`config.mk`:
```
export PLATFORM = sky130hd
export DESIGN_NAME = orbit_trail_plotter_flat
export DESIGN_NICKNAME = d
export VERILOG_FILES = /design/src/rtl/orbit_pkg.sv /design/src/rtl/orbit_trail_plotter_if.sv /design/src/rtl/orbit_trail_fifo.sv /design/src/rtl/orbit_trail_plotter.sv /design/src/flat_wrapper.sv
export SDC_FILE = /design/constraint.sdc
export NUM_CORES = 1
export LEC_CHECK = 0
export BUFFER_PORTS_ARGS = -buffer_cell sky130_fd_sc_hd__buf_2
export CORE_MARGIN = 10
export CORE_UTILIZATION = 56
export DETAILED_ROUTE_END_ITERATION = 10
export PLACE_DENSITY = 0.82
export REMOVE_ABC_BUFFERS = 1
export SETUP_SLACK_MARGIN = 0.3
export SLEW_MARGIN = 40
export SYNTH_ARGS = -nofsm -noshare
export SYNTH_HDL_FRONTEND = slang
export SYNTH_HIERARCHICAL = 1
export SYNTH_SLANG_ARGS = --single-unit
```
`constraint.sdc`:
```
create_clock -name clk -period 3.84 [get_ports clk]
set_input_delay 0.192 -clock clk [delete_from_list [all_inputs] [get_ports clk]]
set_output_delay 0.192 -clock clk [all_outputs]
set_load 0.05 [all_outputs]
```
`src/rtl/orbit_pkg.sv`:
```
// rtl/orbit_pkg.sv - shared screen geometry, framebuffer types and plotter FSM states
package orbit_pkg;

  localparam int SCREEN_W  = 640;
  localparam int SCREEN_H  = 480;
  localparam int FB_ADDR_W = 19;

  typedef logic [7:0]           pixel_t;
  typedef logic [FB_ADDR_W-1:0] fb_addr_t;

  typedef enum logic [1:0] {
    IDLE,
    CALC,
    ERASE,
    DRAW
  } state_e;

  function automatic logic [15:0] sat_inc(input logic [15:0] v);
    return (v == 16'hFFFF) ? v : v + 16'd1;
  endfunction

endpackage

```
`src/rtl/orbit_trail_plotter_if.sv`:
```
// rtl/orbit_trail_plotter_if.sv - framebuffer pixel write port (valid/ready)
interface orbit_trail_plotter_if;
  import orbit_pkg::*;

  logic     wr_valid;
  logic     wr_ready;
  fb_addr_t wr_addr;
  pixel_t   wr_data;

  modport master (output wr_valid, output wr_addr, output wr_data, input wr_ready);
  modport slave  (input wr_valid, input wr_addr, input wr_data, output wr_ready);

endinterface

```
`src/rtl/orbit_trail_fifo.sv`:
```
// rtl/orbit_trail_fifo.sv - ring of recently plotted pixel addresses, oldest readable combinationally
module orbit_trail_fifo #(
  parameter int DEPTH = 64,
  parameter int W     = 19
) (
  input  logic         clk,
  input  logic         rst,
  input  logic         push,
  input  logic         pop,
  input  logic [W-1:0] wr_data,
  output logic [W-1:0] rd_data,
  output logic         full,
  output logic         empty
);

  localparam int PW = (DEPTH > 1) ? $clog2(DEPTH) : 1;
  localparam logic [PW-1:0] PLAST = PW'(DEPTH - 1);

  logic [W-1:0]  mem_q [DEPTH];
  logic [PW-1:0] head_q, head_d;
  logic [PW-1:0] tail_q, tail_d;
  logic [PW:0]   count_q, count_d;
  logic          do_push, do_pop;

  assign full    = (count_q == (PW + 1)'(DEPTH));
  assign empty   = (count_q == '0);
  assign rd_data = mem_q[head_q];

  // A push into a full ring is only legal when the oldest entry leaves in the same cycle.
  assign do_pop  = pop && !empty;
  assign do_push = push && (!full || do_pop);

  always_comb begin
    head_d  = head_q;
    tail_d  = tail_q;
    count_d = count_q;
    if (do_pop) begin
      head_d = (head_q == PLAST) ? '0 : head_q + 1'b1;
    end
    if (do_push) begin
      tail_d = (tail_q == PLAST) ? '0 : tail_q + 1'b1;
    end
    case ({do_push, do_pop})
      2'b10:   count_d = count_q + 1'b1;
      2'b01:   count_d = count_q - 1'b1;
      default: count_d = count_q;
    endcase
  end

  always_ff @(posedge clk) begin
    if (rst) begin
      head_q  <= '0;
      tail_q  <= '0;
      count_q <= '0;
    end else begin
      head_q  <= head_d;
      tail_q  <= tail_d;
      count_q <= count_d;
    end
  end

  always_ff @(posedge clk) begin
    if (do_push) begin
      mem_q[tail_q] <= wr_data;
    end
  end

endmodule

```
`src/rtl/orbit_trail_plotter.sv`:
```
// rtl/orbit_trail_plotter.sv - decimate orbit positions, map metres to pixels, draw a fading trail
module orbit_trail_plotter #(
  parameter int         SHIFT       = 15,
  parameter int         DECIM       = 1024,
  parameter int         TRAIL_LEN   = 64,
  parameter logic [7:0] COLOR_ORBIT = 8'hFF,
  parameter logic [7:0] COLOR_BG    = 8'h00
) (
  input  logic                clk,
  input  logic                rst,
  input  logic                in_valid,
  input  logic signed [31:0]  X,
  input  logic signed [31:0]  Y,
  orbit_trail_plotter_if.master wr,
  output logic                busy,
  output logic [15:0]         drop_cnt,
  output logic [15:0]         clip_cnt
);
  import orbit_pkg::*;

  localparam int DW = (DECIM > 1) ? $clog2(DECIM) : 1;
  localparam logic [DW-1:0] DLAST = DW'(DECIM - 1);

  state_e             state_q, state_d;
  logic [DW-1:0]      dcnt_q, dcnt_d;
  logic signed [31:0] x_q, y_q;
  fb_addr_t           new_addr_q, new_addr_d;
  fb_addr_t           addr_q, addr_d;
  pixel_t             data_q, data_d;
  logic [15:0]        drop_q, drop_d;
  logic [15:0]        clip_q, clip_d;

  logic               keep;
  logic signed [31:0] px_s, py_s;
  logic               on_screen;
  fb_addr_t           calc_addr;
  fb_addr_t           oldest_addr;
  logic               trail_full, trail_empty;
  logic               trail_push, trail_pop;

  assign keep   = in_valid && (dcnt_q == DLAST);
  assign dcnt_d = in_valid ? ((dcnt_q == DLAST) ? '0 : dcnt_q + 1'b1) : dcnt_q;

  // Arithmetic shift of signed values floors toward minus infinity, so -0.3 px lands on -1.
  assign px_s      = (x_q >>> SHIFT) + 32'(SCREEN_W / 2);
  assign py_s      = 32'(SCREEN_H / 2) - (y_q >>> SHIFT);
  assign on_screen = (px_s >= 0) && (px_s < SCREEN_W) && (py_s >= 0) && (py_s < SCREEN_H);
  assign calc_addr = fb_addr_t'(py_s) * fb_addr_t'(SCREEN_W) + fb_addr_t'(px_s);

  assign trail_pop  = (state_q == ERASE) && wr.wr_ready && !trail_empty;
  assign trail_push = (state_q == DRAW) && wr.wr_ready;

  orbit_trail_fifo #(
    .DEPTH (TRAIL_LEN),
    .W     (FB_ADDR_W)
  ) u_trail (
    .clk     (clk),
    .rst     (rst),
    .push    (trail_push),
    .pop     (trail_pop),
    .wr_data (new_addr_q),
    .rd_data (oldest_addr),
    .full    (trail_full),
    .empty   (trail_empty)
  );

  always_comb begin
    state_d    = state_q;
    new_addr_d = new_addr_q;
    addr_d     = addr_q;
    data_d     = data_q;
    drop_d     = drop_q;
    clip_d     = clip_q;
    case (state_q)
      IDLE: begin
        if (keep) begin
          state_d = CALC;
        end
      end
      CALC: begin
        if (!on_screen) begin
          clip_d  = sat_inc(clip_q);
          state_d = IDLE;
        end else begin
          new_addr_d = calc_addr;
          if (trail_full) begin
            state_d = ERASE;
            addr_d  = oldest_addr;
            data_d  = COLOR_BG;
          end else begin
            state_d = DRAW;
            addr_d  = calc_addr;
            data_d  = COLOR_ORBIT;
          end
        end
      end
      ERASE: begin
        if (wr.wr_ready) begin
          state_d = DRAW;
          addr_d  = new_addr_q;
          data_d  = COLOR_ORBIT;
        end
      end
      DRAW: begin
        if (wr.wr_ready) begin
          state_d = IDLE;
        end
      end
      default: state_d = IDLE;
    endcase
    // Acceptance needs IDLE at the sampling edge, so a sample landing on the return cycle is lost.
    if (keep && (state_q != IDLE)) begin
      drop_d = sat_inc(drop_q);
    end
  end

  always_ff @(posedge clk) begin
    if (rst) begin
      state_q    <= IDLE;
      dcnt_q     <= '0;
      x_q        <= '0;
      y_q        <= '0;
      new_addr_q <= '0;
      addr_q     <= '0;
      data_q     <= '0;
      drop_q     <= '0;
      clip_q     <= '0;
    end else begin
      state_q    <= state_d;
      dcnt_q     <= dcnt_d;
      new_addr_q <= new_addr_d;
      addr_q     <= addr_d;
      data_q     <= data_d;
      drop_q     <= drop_d;
      clip_q     <= clip_d;
      if (keep && (state_q == IDLE)) begin
        x_q <= X;
        y_q <= Y;
      end
    end
  end

  assign wr.wr_valid = (state_q == ERASE) || (state_q == DRAW);
  assign wr.wr_addr  = addr_q;
  assign wr.wr_data  = data_q;
  assign busy        = (state_q != IDLE);
  assign drop_cnt    = drop_q;
  assign clip_cnt    = clip_q;

endmodule

```
`src/flat_wrapper.sv`:
```
// flat-port wrapper written by rule: the top's interface ports become plain ports
module orbit_trail_plotter_flat import orbit_pkg::*;
#(
  parameter int         SHIFT       = 15,
  parameter int         DECIM       = 1024,
  parameter int         TRAIL_LEN   = 64,
  parameter logic [7:0] COLOR_ORBIT = 8'hFF,
  parameter logic [7:0] COLOR_BG    = 8'h00
)
  (clk, rst, in_valid, X, Y, busy, drop_cnt, clip_cnt, wr_wr_valid, wr_wr_addr, wr_wr_data, wr_wr_ready);
  orbit_trail_plotter_if wr_i ();
  input  logic clk;
  input  logic rst;
  input  logic in_valid;
  input  logic signed [31:0] X;
  input  logic signed [31:0] Y;
  output logic busy;
  output logic [15:0] drop_cnt;
  output logic [15:0] clip_cnt;
  output wire logic [$bits(wr_i.wr_valid)-1:0] wr_wr_valid;
  output wire logic [$bits(wr_i.wr_addr)-1:0] wr_wr_addr;
  output wire logic [$bits(wr_i.wr_data)-1:0] wr_wr_data;
  input wire logic [$bits(wr_i.wr_ready)-1:0] wr_wr_ready;
  assign wr_wr_valid = wr_i.wr_valid;
  assign wr_wr_addr = wr_i.wr_addr;
  assign wr_wr_data = wr_i.wr_data;
  assign wr_i.wr_ready = wr_wr_ready;
  orbit_trail_plotter #(.SHIFT(SHIFT), .DECIM(DECIM), .TRAIL_LEN(TRAIL_LEN), .COLOR_ORBIT(COLOR_ORBIT), .COLOR_BG(COLOR_BG)) u_core (.clk(clk), .rst(rst), .in_valid(in_valid), .X(X), .Y(Y), .wr(wr_i), .busy(busy), .drop_cnt(drop_cnt), .clip_cnt(clip_cnt));
endmodule
```
== After elaboration in Yosys (flattened, before gate mapping) ==
Memory sizes are Yosys's and may differ from the RTL's. A register that Yosys moved wholly into a read port is not among the register bits.
Index checks and enable logic that the tools add are counted.

* Add/sub/neg operators: 10
* Multiplexer cells: 22
* $mul: 1
* Order comparisons: 4
* Bitwise operators: 3
* Eq/ne operators: 15
* Reduce and logical (&&, ||, !) cells: 25

{| class="wikitable"
|+ Operators by type and width
! operator !! count
|-
| $ge A32 B1 Y1 const B || 2
|-
| $mux W19 || 3
|-
| $pmux W19 S2 || 1
|-
| $add A16 B1 Y16 const B || 2
|-
| $eq A16 B16 Y1 const B || 2
|-
| $lt A32 B10 Y1 const B || 1
|-
| $lt A32 B11 Y1 const B || 1
|-
| $mux W6 || 4
|-
| $mux W8 || 3
|-
| $add A19 B19 Y19 || 1
|-
| $mul A19 B3 Y12 const B || 1
|-
| $add A17 B10 Y18 const B || 1
|-
| $sub A9 B17 Y18 const A || 1
|-
| $pmux W8 S2 || 1
|-
| $pmux W7 S2 || 1
|-
| $add A6 B1 Y6 const B || 2
|-
| $eq A6 B6 Y1 const B || 2
|-
| $logic_and A1 B1 Y1 || 11
|-
| $add A10 B1 Y10 const B || 1
|-
| $eq A10 B10 Y1 const B || 1
|-
| $mux W10 || 1
|-
| $reduce_and A3 Y1 || 3
|-
| $mux W2 || 4
|-
| $pmux W2 S4 || 1
|-
| other kinds (15) || 29
|}

* RAM bits: 1216
* Output and inout port bits: 61
* Register bits after elaboration: 173
* Word-level logic and storage cells: 93
* Memories kept: 1

{| class="wikitable"
|+ Memories
! memory !! words !! bits a word !! rd ports !! clocked after memory_dff !! write ports !! line !! RTL
|-
| u_core.u_trail.mem_q || 64 || 19 || 1 || 1 || 1 || orbit_trail_fifo.sv:19 || <nowiki>logic [W-1:0] mem_q [DEPTH];</nowiki>
|}

== Longest topological paths before layout ==
* Word-level depth: 8
* Depth in mapped cells: 19
* Depth with buffers taken out: 19

== Hierarchy ==
The synthesis kept the hierarchy.

{| class="wikitable"
|+ Modules (own cells, without submodules)
! module !! seq. area each (um2) !! area each (um2) !! times used !! cells an instance
|-
| orbit_trail_fifo || 37015.5 || 47523.1 || 1 || 2149
|-
| orbit_trail_plotter || 2342.2 || 6666.4 || 1 || 832
|}

== Worst setup path before layout ==
No wires, ideal clock.

* Path type: register -> register
* From: register u_core.y_q[15]
* To: register u_core.addr_q[16], in the netlist u_core/wr.wr_addr[16]
* Setup time: 0.071 ns
* Slack: -0.256 ns
* Period minus slack after synthesis: 4.096 ns
* Arrival: 4.025 ns
* Stages on the path, launching flop included: 19
* Required time: 3.769 ns
* Path through: dfxtp_1 inv_1 ha_1 nor3b_1 xor2_1 ha_1 ha_1 a21o_1 a21oi_1 xnor2_1 ha_1 a21oi_1 inv_1 o41ai_1 o21a_1 xnor2_1 mux2i_1 a211o_1 a21oi_1

* Longest elaborated chain between the ends: 6
* Elaborated cells between the ends (all ways): 12
* Those cells by class: add/sub: 2; mul: 1; order compare: 2; eq/ne: 1; mux: 3; reduce/logical: 3

{| class="wikitable"
|+ RTL lines
! what !! line !! RTL
|-
| start: declaration || orbit_trail_plotter.sv:26 || <nowiki>logic signed [31:0] x_q, y_q;</nowiki>
|-
| start signal: assignment || orbit_trail_plotter.sv:122 || <nowiki>y_q <= '0;</nowiki>
|-
| start signal: assignment || orbit_trail_plotter.sv:138 || <nowiki>y_q <= Y;</nowiki>
|-
| $sub A9 B17 Y18 * || orbit_trail_plotter.sv:46 || <nowiki>assign py_s = 32'(SCREEN_H / 2) - (y_q >>> SHIFT);</nowiki>
|-
| $mul A19 B3 Y12 or $ge A32 B1 Y1 (tied branches) || orbit_trail_plotter.sv:48, orbit_trail_plotter.sv:47 ||
|-
| $add A19 B19 Y19 or $logic_and A1 B1 Y1 (tied branches) || orbit_trail_plotter.sv:48, orbit_trail_plotter.sv:47 ||
|-
| $mux W19 or $logic_and A1 B1 Y1 (tied branches) || orbit_trail_plotter.sv:86, orbit_trail_plotter.sv:47 ||
|-
| $mux W19 or $ne A2 B1 Y1 (tied branches) || n/a ||
|-
| $pmux W19 S2 or $reduce_and A3 Y1 (tied branches) || n/a ||
|-
| end signal: assignment || orbit_trail_plotter.sv:132 || <nowiki>addr_q <= addr_d;</nowiki>
|-
| end: declaration || orbit_trail_plotter.sv:28 || <nowiki>fb_addr_t addr_q, addr_d;</nowiki>
|}

Every way passes the cells marked *; elsewhere a longest branch is shown, timed or not. The select of a mux whose other input is x is not followed.
A chain may end at the register's enable or synchronous reset.

== Worst setup path in the final report ==
* From: register u_core.y_q[16]
* To: register u_core.addr_q[17], in the netlist u_core/wr.wr_addr[17]

Same word-level chain as after synthesis.

==> metrics.txt <==
Synth Cell Area ~0.054 sq mm; H-tree depth 4; Critical R2R Capture u_core/wr.wr_addr[17]; worst-skew pair later-pin latency 760 ps; routed len/inst between 30 and 40 um; Post-DP HPWL about 84 mm; top cells by area, synth edfxtp_1 67%, mux4_2 13%, dfxtp_1 5.2%; power per cell area 476 mW/mm^2; status finished, violations left; type of the worst setup path flop to flop; num ports roughly 130; maximum root-to-sink buffer count 3; Least-Margin Pin Slew 961 ps; P_leak slightly above 20 nW; asr flop ratio synth 0%; crit path capture type flop; failing checks setup timing; Yosys reg bits 1358; Tightest Hold Check Type input port to flop; worst-path maximum fanout 3; Port-buffer cells around 100; Initial Utilization between 50% and 60%; Synth Area per Inst roughly 18 sq um; first-pass GRT wire length roughly 220 mm; EDFF count, synth roughly 1200; WP data required approximately 4500 ps; Core Area 0.0963 sq mm; root buf cell clkbuf_16; endpoints failing hold 0; Reg-to-Reg Start u_core/y_q[16]; sequential fraction of the synthesis area ~73%; Fill cells 5809; initial antenna violation count 10; area delta synth->final 15.9%; ys flop type edfxtp_1; post-synth top area cell edfxtp_1; layout cell share with drive strength beyond 1 just under 30%; largest net degree at the start of global routing 70; GRT Util Overall 27.0%; die area about 0.11 sq mm; Synth Warn # 6; total power ~0.03 W; hold path start Y[31]; grt ovf 0; clock skew 34.2 ps; Worst Setup SP u_core/y_q[16]; Cell Count Post-Placement 4384; Worst Path Arrival about 4500 ps; chip height roughly 330 um; TritonCTS clock tree yes; # Max-Cap Violations 0; Slew Limit Fails 0; Gate Count Post-Synth 2981; R2R setup slack -10 ps; Final period util 100%; Setup-failing EPs final 1; top-area cell type share of the netlist area between 60% and 70%; GP Congestion 0.936; Final min period ~3900 ps; cells on worst reg2reg path 17; f_max ~0.26 GHz; DRT iter0 DRCs ~5400; # DRC 0; number of global-route vias before repair ~32000; num rows approximately 110; Die Span X 331 um; Hold WS approximately 260 ps; Worst VDD drop about 0.00032 V; Synth cell types 69; Non-Filler Instances 4693; relative slew slack ~36%; Setup crit end u_core/wr.wr_addr[17]; WL final 150 mm; RSZ-0062 raised after global routing yes; clk sinks between 1000 and 1500; cts bufs inserted ~130; Routed Antenna Nets 0; Net count, final roughly 3400; clock transition at the registers of the reported paths around 60 ps; DR pass1 iterations 6; Via density ~6.9; Worst Slack Setup Final -10.4 ps; Worst Setup Start Kind flop; total number of vias 32200
flip-flops by register name, summed over array words and instances (netlist names), 6 cells and up, named ones only:
name,cells
u_core/new_addr_q,19
u_core/y_q,17
u_core/dcnt_q,10
u_core/x_q,17
u_core/clip_cnt,16
u_core/u_trail/mem_q,1216
u_core/u_trail/tail_q,6
u_core/u_trail/head_q,6
u_core/drop_cnt,16
u_core/u_trail/count_q,7
u_core/wr.wr_addr,19
area by class of cell:
class                           instances  area, sq um  area share (%)
Inverter                               24         90.1           0.143
Clock buffer                          162         3560            5.67
Antenna cell                            8         20.0          0.0319
Sequential cell                      1358        39400            62.8
Multi-Input combinational cell       1433        14500            23.1
Clock inverter                         80          800            1.27
Timing Repair Buffer                  352         2780            4.43
Tap cell                             1276         1600            2.54
how the worst min path moves through the flow:
stage	cells past startpoint	to	slack, ps
final	4	u_core/y_q[31]	260
after global routing	4	u_core/x_q[27]	250
after CTS	4	u_core/y_q[30]	210
after detailed placement	3	u_core/y_q[29]	440
after global placement	3	u_core/y_q[30]	430
after floorplan	1	u_core/dcnt_q[0]	260
kinds of logic (layout without fill, tap and decap cells):
family / after synthesis / after routing / synth area share, %
multiplexers: 372 / 372 / 13.9
other: 0 / 8 / 0
XOR/XNOR: 93 / 93 / 1.50
AO/OA/AOI/OAI: 354 / 354 / 4.41
AND/OR/NAND/NOR: 574 / 574 / 4.91
adder cells (fa/ha/maj): 40 / 40 / 0.965
buffers and inverters: 190 / 618 / 1.64
flip-flops: 1358 / 1358 / 72.6
power by group:
part	internal, W	total (W)	leakage (nW)	switching, W
clock network	0.00757	0.0132	2.14	0.00564
registers	0.0160	0.0161	12.4	0.000110
logic	0.000157	0.000571	5.77	0.000414
synth_stat cells, types with 5 or more instances:
master	count
nand3_1	24
buf_2	31
o21bai_1	5
buf_6	11
nand2_1	200
nand4_1	23
a21oi_1	90
xor2_1	46
o21a_1	7
o21ai_0	60
and4_1	13
o221a_2	9
nor2b_1	20
nor3_1	17
a221oi_1	32
and3_1	10
a211o_1	9
dfxtp_1	142
o31ai_1	5
a31oi_1	14
o221ai_1	5
xnor2_1	47
mux2_2	7
o22ai_1	22
mux4_2	304
inv_1	24
buf_4	15
and2_1	12
edfxtp_1	1216
nor2_1	185
a211oi_1	11
ha_1	37
nand3b_1	8
nor4_1	9
nand2b_1	17
a311oi_1	5
clkbuf_1	91
buf_1	18
a22oi_1	54
or2_2	5
or3_1	18
mux2i_1	60
through the flow:
| stage | area [sq um] | utilization [%] | setup slack [ps] | TNS (ps) |
|---|---|---|---|---|
| 2_1_floorplan | 53400 | - | -10890 | -505160 |
| 3_3_place_gp | 57300 | 59.5 | -195 | -356 |
| 3_5_place_dp | 57400 | 59.6 | -217 | -649 |
| 4_1_cts | 62300 | 64.7 | 100 | 0 |
| 5_1_grt | 62800 | 65.2 | -168 | -564 |
| 6_report | 62800 | 65.2 | -10.4 | -10.4 |
cell usage in the layout (no fill, tap or decap), types with 16 or more instances in the layout:
cell and instances:
or3_1 17, nand4_1 23, buf_2 98, dfxtp_1 115, inv_1 20, edfxtp_1 1216
clkbuf_1 21, a22oi_1 54, xnor2_1 38, buf_12 17, o21ai_0 55, nand3_1 22
a221oi_1 28, nor2_2 44, clkbuf_16 138, dfxtp_2 16, nor2_4 17, buf_4 191
mux2i_1 60, ha_1 32, xor2_1 45, nor2_1 125, nor2b_1 19, nand2_1 194
dlygate4sd3_1 37, nor3_1 16, mux4_2 304, clkinv_1 27, o22ai_1 22, nand2b_1 17
clkinv_2 24, a21oi_1 84
worst max-delay path, stage by stage (launching register included):
cell	delay, ps
dfxtp_2	340
or4_4	520
and2_4	200
xnor2_4	130
buf_4	130
buf_4	130
xor2_1	140
ha_1	380
nand2_1	100
o21ai_2	180
nor2_1	80
xnor2_1	130
ha_1	330
a21o_1	200
a31oi_4	170
xnor2_2	150
nor3_1	70
o41ai_1	380
routing by layer:
| layer | share of wire (%) | global-route usage [%] | vias up | wire length (um) |
|---|---|---|---|---|
| met4 | 5.9 | 13.8 | 6 | 8870 |
| met3 | 14 | 7.68 | 589 | 20300 |
| met1 | 34 | 34.7 | 16200 | 50600 |
| met2 | 47 | 42.0 | 2788 | 70500 |
| met5 | 0.023 | 0 | - | 35 |
| li1 | - | - | 12600 | - |
repair_timing:
action,CTS,global route
pin swaps,21,43
resized for setup,23,58
cloned,0,1
buffers inserted,5,14
endpoints found under the setup margin,88,163
hold buffers,37,0
hold endpoints to repair,55,0
Power figures use the tool's default switching activity.
